[config.mk]
export PLATFORM = sky130hd
export DESIGN_NAME = algorithm_range_src
export DESIGN_NICKNAME = d
export VERILOG_FILES = /design/src/rtl/algorithm_range_src.sv
export SDC_FILE = /design/constraint.sdc
export NUM_CORES = 1
export LEC_CHECK = 0
export ABC_AREA = 1
export CORE_ASPECT_RATIO = 1.4
export CORE_MARGIN = 8
export CORE_UTILIZATION = 50
export DETAILED_ROUTE_END_ITERATION = 12
export GPL_TIMING_DRIVEN = 0
export PLACE_DENSITY = 0.88
export SYNTH_ARGS = -nofsm -noshare
export SYNTH_HDL_FRONTEND = slang
export SYNTH_SLANG_ARGS = --single-unit
[constraint.sdc]
create_clock -name clk -period 2 [get_ports clk]
set_clock_uncertainty 0.05 [all_clocks]
set_input_delay 0.4 -clock clk [delete_from_list [all_inputs] [get_ports clk]]
set_output_delay 0.4 -clock clk [all_outputs]
set_load 0.05 [all_outputs]
[src/rtl/algorithm_range_src.sv]
// Pull-driven list source: emits start, start+step, ... for count elements, then the
// all-ones nil marker, one registered response per consumer request.
module algorithm_range_src #(
  parameter int INT_N = 32
) (
  input  logic             clk,
  input  logic             rst_n,
  input  logic             args_valid,
  output logic             args_ready,
  input  logic [INT_N-1:0] start_in,
  input  logic [INT_N-1:0] step_in,
  input  logic [INT_N-1:0] count_in,
  input  logic             lst_req,
  output logic             lst_valid,
  output logic [INT_N-1:0] lst_data,
  output logic             busy,
  output logic             trunc
);

  typedef enum logic {IDLE, RUN} state_t;

  localparam logic [INT_N-1:0] NIL = '1;
  localparam logic [INT_N-1:0] ONE = INT_N'(1);

  state_t           state, state_nx;
  logic [INT_N-1:0] cur, step_r, remain;
  logic [INT_N-1:0] cur_nx, step_nx, remain_nx, data_nx;
  logic             valid_nx, trunc_nx;

  always_ff @(posedge clk) begin
    if (!rst_n) state <= IDLE;
    else        state <= state_nx;
  end

  always_ff @(posedge clk) begin
    if (!rst_n) begin
      cur       <= '0;
      step_r    <= '0;
      remain    <= '0;
      lst_valid <= 1'b0;
      lst_data  <= '0;
      trunc     <= 1'b0;
    end else begin
      cur       <= cur_nx;
      step_r    <= step_nx;
      remain    <= remain_nx;
      lst_valid <= valid_nx;
      lst_data  <= data_nx;
      trunc     <= trunc_nx;
    end
  end

  // Exhausted count takes priority over the reserved-value check, so a stream
  // that ends exactly on all-ones is a clean end rather than a truncation.
  always_comb begin
    state_nx  = state;
    cur_nx    = cur;
    step_nx   = step_r;
    remain_nx = remain;
    data_nx   = lst_data;
    valid_nx  = 1'b0;
    trunc_nx  = trunc;
    case (state)
      IDLE: begin
        if (args_valid) begin
          cur_nx    = start_in;
          step_nx   = step_in;
          remain_nx = count_in;
          trunc_nx  = 1'b0;
          state_nx  = RUN;
        end
      end
      RUN: begin
        if (lst_req) begin
          valid_nx = 1'b1;
          if (remain == '0) begin
            data_nx  = NIL;
            state_nx = IDLE;
          end else if (cur == NIL) begin
            data_nx  = NIL;
            trunc_nx = 1'b1;
            state_nx = IDLE;
          end else begin
            data_nx   = cur;
            cur_nx    = cur + step_r;
            remain_nx = remain - ONE;
          end
        end
      end
      default: state_nx = IDLE;
    endcase
  end

  assign args_ready = (state == IDLE);
  assign busy       = (state == RUN);

endmodule

==> flow_summary.json <==
{
  "required_ps": 2300,
  "fin_util_pct": 68.7,
  "dr.pass1.iters": 5,
  "grt_pass1_wl_um": 48500,
  "maxCapViolCount": 0,
  "antenna_left": 0,
  "final_common_cell": "nand2_1",
  "crit_slowest_cell": "dfxtp_4",
  "gp_congestion": 0.987,
  "vias": 10300,
  "worstSkewPairLatency_ps": 440,
  "synth_nets": 1589,
  "antenna_found_initial": 0,
  "rsz0062_at_grt": "true",
  "finalWorstSetupSlack_ps": -201,
  "pin_count": 136,
  "via_per_inst": 5.56,
  "yosysTopAreaCellShare_pct": 30.4,
  "cts_tree": "done",
  "max_freq_mhz": 454,
  "finalHoldViolCount": 0,
  "synth_edf_count": 0,
  "power.density_mw_per_mm2": 743,
  "cts_max_level": 4,
  "drc": 0,
  "synth_top_area_cell": "dfxtp_1",
  "worst_pin_slew_ps": 793,
  "wl_per_cell_um": 17.9,
  "cp.arrival_ps": 2500,
  "status": "finished, violations left",
  "dp_hpwl_um": 24500,
  "syn_area_per_cell_um2": 5.93,
  "fin_crit_sh_pct": 110,
  "slew_headroom_pct": 47.2,
  "ys.flop_type": "dfxtp_1",
  "die_w_um": 127,
  "leakage_nw": 5.39,
  "clock_sinks": 131,
  "start_util_pct": 50.4,
  "path_cells": "buf_4, nand2_1, nor2_1, nand4_1, nor2_2, nand3_2, nand3_4, buf_8, buf_6, nand2_1, a21oi_1",
  "worst_setup_path_start_kind": "flip-flop",
  "path_clk_slew_ps": 60,
  "hold_path.class": "flip-flop to flip-flop",
  "die-area_mm2": 0.0218,
  "endpoint_kind": "flip-flop",
  "cts_root_buf": "clkbuf_16",
  "syn_area_mm2": 0.00862,
  "synth-seq-cells": 131,
  "setup_viol": 63,
  "slew_violations": 0,
  "rows": 57,
  "whs_ps": 417,
  "vdd_ir_drop_max_mv": 0.574,
  "layout_common_cells": "417 x nand2_1, 210 x nor2_1, 148 x inv_1, 112 x a21oi_1, 103 x o21ai_0",
  "pre_cts_ws_ps": -862,
  "slowest_delay_ps": 360,
  "hold_buffers": 0,
  "cpMostUsedCell": "nand2_1",
  "seq_area_frac_synth_pct": 30.4,
  "grt_max_degree": 17,
  "antenna_cells": 0,
  "clk_path_buf_depth": 2,
  "routed_wl_um": 33100,
  "track_usage_pct": 28.9,
  "fin_nets": 1767,
  "yosys-top-cells-area": "dfxtp_1 30%, nand2_1 20%, nor2_1 10%, a21oi_1 7.2%, inv_1 6.7%",
  "area_delta_synth_final_pct": 36.4,
  "synthCells": 1455,
  "criticalPathCategory": "flip-flop to flip-flop",
  "p_total_mw": 8.74,
  "fin_crit_ps": 2200,
  "port_buffers": 135,
  "overflow": 0,
  "drive_above_1_share_pct": 15.9,
  "nFillCells": 1491,
  "yosys_warnings": 0,
  "post_synth_num_cell_types": 36,
  "violations": "negative setup slack",
  "drt_iter0_drc": 919,
  "synth-async-reset-ratio_pct": 0,
  "crit_fanout": 10,
  "numCtsBuffers": 17,
  "grt_pass1_vias": 9802,
  "die_y_um": 171,
  "coreArea_mm2": 0.0171
}
-- final timing paths --
check	start	end	slack, ps	cells past startpoint
max	cur[0]	cur[6]	-200	11
min	lst_data[5]	lst_data[5]	420	2
max reg2reg	cur[0]	cur[6]	-200	11
min reg2reg	lst_data[5]	lst_data[5]	420	2
-- through the flow --
stage,cell area [um^2],setup TNS (ps),cells
2_1_floorplan,8620,0,1455
3_3_place_gp,10200,-54470,1796
3_5_place_dp,10200,-54600,1796
4_1_cts,11100,-151,1836
5_1_grt,11800,-10400,1852
6_report,11800,-7200,1852
-- synthesized netlist by cell type, drive strengths merged, types with 2 or more instances --
library cell	n
nand2	456
clkbuf	40
nand4	24
mux2i	2
inv	158
a21oi	124
o21ai	110
buf	15
nor3	12
or2	7
ha	33
nand3b	3
xnor2	14
nor2	241
o21bai	3
xor2	8
nand3	61
and2	2
dfxtp	131
o22ai	4
-- area by class of cell --
cell class	count	area, um^2	share of cell area (%)
sequential	131	2690	22.9
clock inverter	13	183	1.55
buffer	54	314	2.67
inverter	158	599	5.10
clock buffer	19	443	3.77
multi-input combinational	1111	5770	49.1
timing repair buffer	160	1500	12.8
tap	206	258	2.19
-- power breakdown --
part / total, mW / switching, mW / internal, mW
clock network: 3.38 / 1.27 / 2.11
logic: 2.31 / 1.39 / 0.916
registers: 3.05 / 0.248 / 2.81
-- registers in the layout, indices dropped and copies added (netlist names) --
register and count:
busy 1, cur 32, lst_data 32, lst_valid 1, remain 32, step_r 32, trunc 1
-- timing repair --
item                                    4_1_cts  5_1_grt
endpoints found under the setup margin      103       94
buffers inserted                              8       17
resized for setup                           120      161
pin swaps                                    13       28
-- critical path, delay by kind of cell, from the launching register on --
| kind | cells | cell delay [ps] |
|---|---|---|
| AOI/OAI and AO/OA | 1 | 190 |
| and+or+nand+nor | 7 | 1040 |
| DFF | 1 | 360 |
| buffers and inverters | 3 | 460 |
-- routing by layer --
metal	GRT usage, %	vias to the layer above	wire, um
li1	-	4983	-
met1	29.9	4592	12100
met2	51.3	520	16000
met3	4.59	194	2190
met4	22.8	0	2900
met5	0	-	0
-- cells by family (layout without fill, tap and decap cells) --
logic type	count (synthesis)	after routing	synth area share, %
buf+inv	213	404	9.80
mux	2	2	0.232
xor+xnor	22	22	2.23
flops	131	131	30.4
compound gates	245	245	14.5
fa+ha+maj	34	34	5.02
simple gates	808	808	37.8
No activity file was read; power rests on OpenSTA's default activity.
